`src/rtl/issue_queue_pkg.sv`:
```
// Shared types and constants for the issue queue: geometry, opcode bounds, entry layout.
package issue_queue_pkg;

    localparam int IQ_DEPTH_LOG = 3;
    localparam int DEPTH        = 1 << IQ_DEPTH_LOG;
    localparam int ROB_IDX_W    = 4;
    localparam int OP_W         = 6;
    localparam int ENTRY_W      = 86;

    // Load/store opcodes occupy one contiguous range LB..SW.
    localparam logic [OP_W-1:0] OP_LB  = 6'd10;
    localparam logic [OP_W-1:0] OP_LW  = 6'd12;
    localparam logic [OP_W-1:0] OP_SW  = 6'd17;
    localparam logic [OP_W-1:0] OP_ADD = 6'd20;

    typedef struct packed {
        logic [OP_W-1:0] op;
        logic [4:0]      rs1;
        logic [4:0]      rs2;
        logic [4:0]      rd;
        logic [31:0]     imm;
        logic [31:0]     pc;
        logic            pred;
    } iq_entry_t;

    function automatic logic is_ls(input logic [OP_W-1:0] op);
        return (op >= OP_LB) && (op <= OP_SW);
    endfunction

endpackage

```
`src/rtl/issue_queue_fifo.sv`:
```
// iq_fifo: in-order entry storage with head/tail pointers, occupancy count and flush.
// en_i low freezes everything; rst_i wins over flush_i, which wins over push/pop.
module iq_fifo
    import issue_queue_pkg::*;
(
    input  logic      clk_i,
    input  logic      rst_i,
    input  logic      en_i,
    input  logic      flush_i,
    input  logic      push_i,
    input  iq_entry_t wdata_i,
    input  logic      pop_i,
    output iq_entry_t head_o,
    output logic      full_o,
    output logic      empty_o
);

    iq_entry_t                 mem_q [DEPTH];
    logic [IQ_DEPTH_LOG-1:0]   head_q, head_d;
    logic [IQ_DEPTH_LOG-1:0]   tail_q, tail_d;
    logic [IQ_DEPTH_LOG:0]     count_q, count_d;

    always_comb begin
        head_d  = head_q;
        tail_d  = tail_q;
        count_d = count_q;
        if (en_i) begin
            if (flush_i) begin
                head_d  = '0;
                tail_d  = '0;
                count_d = '0;
            end else begin
                if (push_i) tail_d = tail_q + 1'b1;
                if (pop_i)  head_d = head_q + 1'b1;
                case ({push_i, pop_i})
                    2'b10:   count_d = count_q + 1'b1;
                    2'b01:   count_d = count_q - 1'b1;
                    default: count_d = count_q;
                endcase
            end
        end
    end

    always_ff @(posedge clk_i) begin
        if (rst_i) begin
            head_q  <= '0;
            tail_q  <= '0;
            count_q <= '0;
        end else begin
            head_q  <= head_d;
            tail_q  <= tail_d;
            count_q <= count_d;
        end
    end

    // Entry contents need no reset; only occupancy decides what is valid.
    always_ff @(posedge clk_i) begin
        if (!rst_i && en_i && !flush_i && push_i) mem_q[tail_q] <= wdata_i;
    end

    assign head_o  = mem_q[head_q];
    assign full_o  = (count_q == (IQ_DEPTH_LOG+1)'(DEPTH));
    assign empty_o = (count_q == '0);

endmodule

```
`src/rtl/issue_queue.sv`:
```
// issue_queue: buffers decoded instructions and dispatches the head to ROB and RS/SLB.
// Optional `ISSUE_BYPASS_EN lets an instruction arriving at an empty queue dispatch in the same cycle.
module issue_queue
    import issue_queue_pkg::*;
(
    input  logic                 clk,
    input  logic                 rst,
    input  logic                 rdy,
    input  logic                 jump_rst,
    input  logic                 ID_valid,
    input  logic [OP_W-1:0]      op,
    input  logic [4:0]           rs1,
    input  logic [4:0]           rs2,
    input  logic [4:0]           rd,
    input  logic [31:0]          imm,
    input  logic [31:0]          IF_curPC,
    input  logic                 IF_pred_result,
    output logic                 iq_full,
    output logic [4:0]           query_rs1,
    output logic [4:0]           query_rs2,
    input  logic [31:0]          issue_Vj,
    input  logic [ROB_IDX_W-1:0] issue_Qj,
    input  logic                 issue_Pj,
    input  logic [31:0]          issue_Vk,
    input  logic [ROB_IDX_W-1:0] issue_Qk,
    input  logic                 issue_Pk,
    input  logic [ROB_IDX_W-1:0] ROB_tail,
    input  logic                 ROB_full,
    input  logic                 RS_full,
    input  logic                 SLB_full,
    output logic [31:0]          Vj,
    output logic [ROB_IDX_W-1:0] Qj,
    output logic                 Pj,
    output logic [31:0]          Vk,
    output logic [ROB_IDX_W-1:0] Qk,
    output logic                 Pk,
    output logic [OP_W-1:0]      issue_op,
    output logic [4:0]           issue_reg,
    output logic [31:0]          issue_imm,
    output logic [31:0]          issue_curPC,
    output logic                 issue_pred,
    output logic [ROB_IDX_W-1:0] issue_reorder,
    output logic [4:0]           rename_reg,
    output logic [ROB_IDX_W-1:0] rename_reorder,
    output logic                 ROB_send,
    output logic                 RS_send,
    output logic                 SLB_send,
    output logic                 rename_send
);

    iq_entry_t in_entry;
    iq_entry_t fifo_head;
    iq_entry_t head;
    logic      fifo_full;
    logic      fifo_empty;
    logic      sel_in;
    logic      head_ls;
    logic      can_disp;
    logic      enq;
    logic      push;
    logic      pop;

    assign in_entry = '{op: op, rs1: rs1, rs2: rs2, rd: rd, imm: imm,
                        pc: IF_curPC, pred: IF_pred_result};

`ifdef ISSUE_BYPASS_EN
    assign sel_in = fifo_empty & ID_valid;
`else
    assign sel_in = 1'b0;
`endif

    assign head    = sel_in ? in_entry : fifo_head;
    assign head_ls = is_ls(head.op);

    assign can_disp = rdy & ~rst & ~jump_rst & (~fifo_empty | sel_in) & ~ROB_full
                    & (head_ls ? ~SLB_full : ~RS_full);

    // Full blocks enqueue even if the head leaves this cycle.
    assign enq  = rdy & ~rst & ~jump_rst & ID_valid & ~fifo_full;
    assign push = enq & ~(sel_in & can_disp);
    assign pop  = can_disp & ~sel_in;

    iq_fifo u_fifo (
        .clk_i   (clk),
        .rst_i   (rst),
        .en_i    (rdy),
        .flush_i (jump_rst),
        .push_i  (push),
        .wdata_i (in_entry),
        .pop_i   (pop),
        .head_o  (fifo_head),
        .full_o  (fifo_full),
        .empty_o (fifo_empty)
    );

    assign iq_full   = fifo_full;
    assign query_rs1 = head.rs1;
    assign query_rs2 = head.rs2;

    assign Vj = issue_Vj;
    assign Qj = issue_Qj;
    assign Pj = issue_Pj;
    assign Vk = issue_Vk;
    assign Qk = issue_Qk;
    assign Pk = issue_Pk;

    assign issue_op       = head.op;
    assign issue_reg      = head.rd;
    assign issue_imm      = head.imm;
    assign issue_curPC    = head.pc;
    assign issue_pred     = head.pred;
    assign issue_reorder  = ROB_tail;
    assign rename_reg     = head.rd;
    assign rename_reorder = ROB_tail;

    assign ROB_send    = can_disp;
    assign rename_send = can_disp;
    assign SLB_send    = can_disp & head_ls;
    assign RS_send     = can_disp & ~head_ls;

endmodule

```
`config.mk`:
```
export PLATFORM = sky130hd
export DESIGN_NAME = issue_queue
export DESIGN_NICKNAME = d
export VERILOG_FILES = /design/src/rtl/issue_queue_pkg.sv /design/src/rtl/issue_queue_fifo.sv /design/src/rtl/issue_queue.sv
export SDC_FILE = /design/constraint.sdc
export NUM_CORES = 1
export LEC_CHECK = 0
export BUFFER_PORTS_ARGS = -buffer_cell sky130_fd_sc_hd__buf_2
export CAP_MARGIN = 5
export CORE_ASPECT_RATIO = 1.25
export CORE_UTILIZATION = 40
export DETAILED_ROUTE_END_ITERATION = 8
export HOLD_SLACK_MARGIN = 0.12
export PLACE_DENSITY_LB_ADDON = 0.2
export SLEW_MARGIN = 5
export SYNTH_ARGS = -nofsm -noshare
export SYNTH_HDL_FRONTEND = slang
export SYNTH_SLANG_ARGS = --single-unit
```
`constraint.sdc`:
```
create_clock -name clk -period 17.1 [get_ports clk]
set_clock_uncertainty 0.1 [all_clocks]
set_input_delay 3.42 -clock clk [delete_from_list [all_inputs] [get_ports clk]]
set_output_delay 3.42 -clock clk [all_outputs]
set_load 0.05 [all_outputs]
```
==> metrics, run 1 <==
Max Freq 0.118 GHz; total power density per cell area 111 nW/um^2; Mapped Nets 1,366; Nets 1,509; RD Place Congestion 0.689; row count 106; Critical Path RT 13,580 ps; RSZ-0062 raised after global routing false; cts bufs inserted 70; syn_area_per_cell 23.0 sq um; area of the core 67,200 sq um; post-CTS setup buffer count 0; drt first pass iters 4; Yosys reg bits 701; Synth cell types 51; Buffers on Ports 189; register area share after synthesis 76.7%; Pins Over Slew Limit 0; CTS tree built; hold-critical path depth 2; Area growth, synth to finish 13.1%; fin crit period 8460 ps; type of the worst setup path in2out; Ys Warns 0; relative slew slack 29.7%; DR DRC count 0; initial antenna violation count 11; Cells after Synth 1,189; Initial DRC Count 652; Static Leak 9.67 nW; clk sinks 701; total die area 69,300 sq um; Top FF cell, synth edfxtp_1; CP Data Arrival Time 4940 ps; Die Width 236 um; post-route setup TNS 0 ps; crit-path max FO 13; synthesized cell area 27,300 sq um; Final ANT Viol Nets 0; Root Driver clkbuf_16; first-pass GRT wire length 86,200 um; hold crit path type reg2reg; CTS H-Tree Depth 3; Finished Core Util 45.9%; gr ovfl total 0; Max rail drop VDD 0.0746 mV; number of synthesized flops with an enable pin 688; Max Buffers Root-to-Sink 3; vias 12,000; Period Utilization, post-route 49.5%; chip height 294 um; final hold vios 0; Initial Utilization 40.6%; latest clock arrival within the worst-skew pair 600 ps; GRT Overall Usage 17.0%; largest net degree at the start of global routing 67; Startpoint Class input pin; status finished, final reports clean; share of layout cells above drive strength 1 41.6%; async set or reset register ratio after synthesis 0%; Final Setup Violations 0; vias in the first global route 13,000; Max-cap violations 0; crit end category primary output; post-DR wirelength/cell 25.8 um; Worst R2R Path Depth 14; worst slew pin tran 1050 ps; clk slew on worst S/H paths 60 ps; post-cts sizing count 0; DP HPWL 31,100 um; vias per cell 5.34; wirelength, routed 58,100 um; I/O pins 350; cts hold-fix bufs 0
metrics by stage:
| step | worst slack [ps] | instance area [sq um] | total power, mW | hold slack (ps) | instances |
|---|---|---|---|---|---|
| after floorplan | 3350 | 27300 | 2.01 | 360 | 1189 |
| after global placement | 8740 | 28700 | 1.99 | 365 | 2124 |
| after detailed placement | 8670 | 28700 | 1.99 | 381 | 2124 |
| final | 8640 | 30900 | 3.42 | 386 | 2249 |
| after global routing | 8530 | 30900 | 3.53 | 420 | 2248 |
| after CTS | 8670 | 30900 | 3.47 | 390 | 2248 |
state kept, by name, indices dropped and copies added, names as in the netlist, named ones only:
register,flops
u_fifo.tail_q,3
u_fifo.mem_q,688
u_fifo.head_q,3
u_fifo.count_q,4
metal layers:
layer	vias up	wire length [um]	track usage (%)
met3	174	3100	3.99
met2	291	29600	29.0
met4	18	2520	8.77
li1	5177	-	-
met1	6360	22700	20.2
met5	-	123	0
final cells by class:
class                           count  area [sq um]
Fill cell                        5565         36400
Inverter                            8          30.0
Clock inverter                     37           292
Multi-Input combinational cell    340          5520
Tap cell                          864          1080
Clock buffer                       87          1900
Sequential cell                   701         20900
Timing Repair Buffer              211          1110
Antenna cell                        1          2.50
logic make-up after synthesis:
group	share of synthesized area [%]
AO/OA/AOI/OAI	0.908
XOR/XNOR	0.0963
adder cells (fa/ha/maj)	0.257
buffers and inverters	3.29
flip-flops	76.7
multiplexers	17.9
AND/OR/NAND/NOR	0.917
report_power, final:
| group | switching [mW] | internal, mW |
|---|---|---|
| Sequential | 0.00142 | 1.89 |
| Clock | 0.622 | 0.849 |
| Combinational | 0.0449 | 0.0180 |
cells in the mapped netlist (4+ instances only):
library cell	count	share of area, %
clkbuf_1	28	0.39
nor3_1	6	0.11
dfxtp_1	13	0.95
edfxtp_1	688	76
ha_1	4	0.18
nand2_1	10	0.14
inv_1	8	0.11
buf_1	21	0.29
mux2_2	82	3.4
a21oi_1	8	0.15
nor2_1	10	0.14
mux2i_1	4	0.15
buf_4	89	2.4
mux4_2	172	14
cells in the final DEF (no fill, tap or decap), types with 3 or more instances in the layout:
cell type,count
edfxtp_1,688
buf_2,189
mux4_2,172
mux2_2,82
clkbuf_16,74
buf_4,22
clkinv_1,21
clkbuf_1,13
nand2_1,10
dfxtp_1,10
nor2_1,9
inv_1,8
a21oi_1,8
mux2i_1,4
nor3_1,4
ha_1,4
bufinv_16,4
clkinv_2,4
clkinvlp_4,4
dfxtp_4,3
inv_6,3
critical path: stages:
cell	delay (ps)
buf_2	130
nor2_1	370
and4b_1	400
o211ai_4	220
inv_1	110
buf_2	270
worst paths after layout:
| path | startpoint | endpoint | slack, ps |
|---|---|---|---|
| worst max-delay path | jump_rst | rename_send | 8640 |
| worst max register to register | flip-flop | u_fifo.count_q[3] | 11810 |
| worst min-delay path | u_fifo.head_q[2] | flip-flop | 390 |
| worst min register to register | u_fifo.head_q[2] | flip-flop | 390 |
Note: power is estimated with default switching activity, not from simulation.
==> inputs of run 2 (changes only) <==
==> constraint.sdc (replaced) <==
create_clock -name clk -period 8.9 [get_ports clk]
set_clock_uncertainty 0.1 [all_clocks]
set_input_delay 1.78 -clock clk [delete_from_list [all_inputs] [get_ports clk]]
set_output_delay 1.78 -clock clk [all_outputs]
set_load 0.05 [all_outputs]
==> run 2 against run 1 <==
Power is 95% higher. Count of clock-buffer cells in the layout is 5 higher. Worst setup slack worse by 5400 ps. Core utilization is 0.16 points higher. Final area is 0.35% higher. Flip-flop and latch count stayed put. Sequential share of layout area is 0.24 points lower. Combinational power is 93% higher. Largest cell class unchanged. Register-to-register slack worse by 7500 ps. Routed wire length is 0.60% lower. Die area stayed put. First-iteration DRC count is 5.4% higher.
==> metrics, run 2 (synthesis results as in run 1) <==
CTS tree built; Max Buffers Root-to-Sink 3 (unchanged); Sequential Power Share 54.3% (-0.9 points); Int Pwr 5.39 mW (+96%); slowest CP cell buf_4; Clock Power Share 43.8% (+0.8 points); Startpoint Class flip-flop; area taken by multi-input logic gates 5530 sq um (+0.23%); Max-cap violations 0 (unchanged); Nets 1,512 (+0.20%); gr ovfl total 0 (unchanged); I/O pins 350 (unchanged); first-pass GRT wire length 85,900 um (-0.34%); Pins Over Slew Limit 0 (unchanged); total power density per cell area 216 nW/um^2 (+95%); FF/Latch Area 20,900 sq um (unchanged); latest clock arrival within the worst-skew pair 600 ps (about the same); clk sinks 701 (unchanged); RD Place Congestion 0.756 (+9.6%); DP HPWL 31,800 um (+2.3%); share of layout cells above drive strength 1 41.9% (+0.24 points); cts hold-fix bufs 0 (unchanged); RSZ-0062 raised after global routing false; Static Leak 9.71 nW (+0.48%); delay-heaviest family, CP buffers and inverters; Placed Area 28,700 sq um (about the same); Biggest register u_fifo.mem_q; Worst Path Buf+Inv 3 (unchanged); Max rail drop VDD 0.154 mV (+110%); Die Width 236 um (unchanged); type of the worst setup path reg2out; Worst path max stage delay 610 ps (+210 ps); most frequent cells in the layout edfxtp_1, buf_2, mux4_2, mux2_2, clkbuf_16; post-route setup TNS 0 ps (unchanged); GRT Overall Usage 16.9% (-0.17 points); Critical Path RT 7020 ps (-6560 ps); post-CTS setup buffer count 0 (unchanged); vias per cell 5.32 (-0.47%); area of the core 67,200 sq um (unchanged); cts bufs inserted 72 (+2.9%); NetSw 1.29 mW (+93%); CTS H-Tree Depth 3 (unchanged); max reg flops 688 (unchanged); Initial Utilization 40.6% (unchanged); largest net degree at the start of global routing 61 (-9.0%); Root Driver clkbuf_16; Initial DRC Count 687 (+5.4%); power share of the combinational group 1.8% (about the same); Max Freq 0.177 GHz; chip height 294 um (unchanged); status finished, final reports clean; fin crit period 5650 ps; Period Utilization, post-route 63.5%; Largest regs u_fifo.mem_q: 688 flops, u_fifo.count_q: 4 flops; wirelength, routed 57,700 um (-0.60%); most common cell after layout, fill and taps aside edfxtp_1; initial antenna violation count 9 (-2); Final Setup Violations 0 (unchanged); final hold vios 0 (unchanged); CP Cell Sequence buf_4 > mux4_2 > mux2_2 > o211a_4 > o21a_4 > o211ai_4 > inv_1 > buf_2; Buffers on Ports 189 (unchanged); vias in the first global route 12,800 (-1.8%); total die area 69,300 sq um (unchanged); drt first pass iters 6 (+2); total power 6.69 mW (+95%); worst slew pin tran 1060 ps (+6.90 ps); Area growth, synth to finish 13.5%; CP Data Arrival Time 3770 ps (-1170 ps); crit-path max FO 38 (+25); hold crit path type reg2reg; clk slew on worst S/H paths 70 ps (about the same); relative slew slack 29.2% (-0.46 points); Final ANT Viol Nets 0 (unchanged); vias 12,000 (-0.29%); post-DR wirelength/cell 25.6 um (-0.78%); fillers 5,565 (unchanged); Final Instance Area 31,000 sq um (+0.35%); DR DRC count 0 (unchanged); row count 106 (unchanged); post-cts sizing count 0 (unchanged); crit end category primary output; Min Hold Slack 387 ps (+0.897 ps); Sw Share 19.3% (-0.19 points)
-- run 2: changes by cell type in the layout (fill, tap and decap cells not counted), moves of 2 or more --
cell and change:
clkinv_1 -6, clkbuf_1 +5, bufinv_16 +3, clkinv_2 +2
-- run 2: cell type report --
| type | instances | area share [%] |
|---|---|---|
| clock inverter | 35 | 1.17 |
| multi-input combinational | 340 | 17.9 |
| inverter | 8 | 0.0969 |
| timing repair buffer | 212 | 3.61 |
| sequential | 701 | 67.6 |
| tap | 864 | 3.49 |
| clock buffer | 92 | 6.20 |
| antenna | 1 | 0.00808 |
-- run 2: per-layer routing --
metal | share of wire (%) | global-route usage, % | wire (um) | up-vias
met5 | 0.11 | 0 | 61 | -
met4 | 4.4 | 8.96 | 2560 | 10
met3 | 5.1 | 3.86 | 2960 | 165
met2 | 51 | 28.3 | 29300 | 271
met1 | 40 | 20.4 | 22900 | 6368
li1 | - | - | - | 5171
-- run 2: path summary, 6_finish.rpt --
path,to,cells after the start,slack (ps),startpoint
max reg2reg,u_fifo.count_q[3],14,4330,flip-flop
min,flip-flop,2,390,u_fifo.head_q[2]
min reg2reg,flip-flop,2,390,u_fifo.head_q[2]
max,rename_send,8,3250,flip-flop
-- run 2: worst register-to-register path, delay by kind of cell (launching register included) --
kind                     cells  cell delay [ps]
flip-flops                   1              340
AO/OA/AOI/OAI                8             1860
multiplexers                 2              980
AND/OR/NAND/NOR              2              270
adder cells (fa/ha/maj)      1              310
buffers and inverters        1              610
-- run 2: power groups by stage --
stage	Clock [mW]	Sequential [mW]	Combinational, mW
3_3_place_gp	0	3.70	0.119
2_1_floorplan	0	3.71	0.150
4_1_cts	3.02	3.63	0.123
5_1_grt	3.13	3.63	0.132
3_5_place_dp	0	3.70	0.123
6_report	2.93	3.63	0.121
-- run 2: per-stage QoR --
stage	utilization, %	cells	setup slack, ps
2_1_floorplan	-	1189	-3210
3_3_place_gp	42.7	2125	3660
3_5_place_dp	42.7	2125	3570
4_1_cts	46.1	2252	3110
5_1_grt	46.1	2253	2990
6_report	46.1	2253	3250
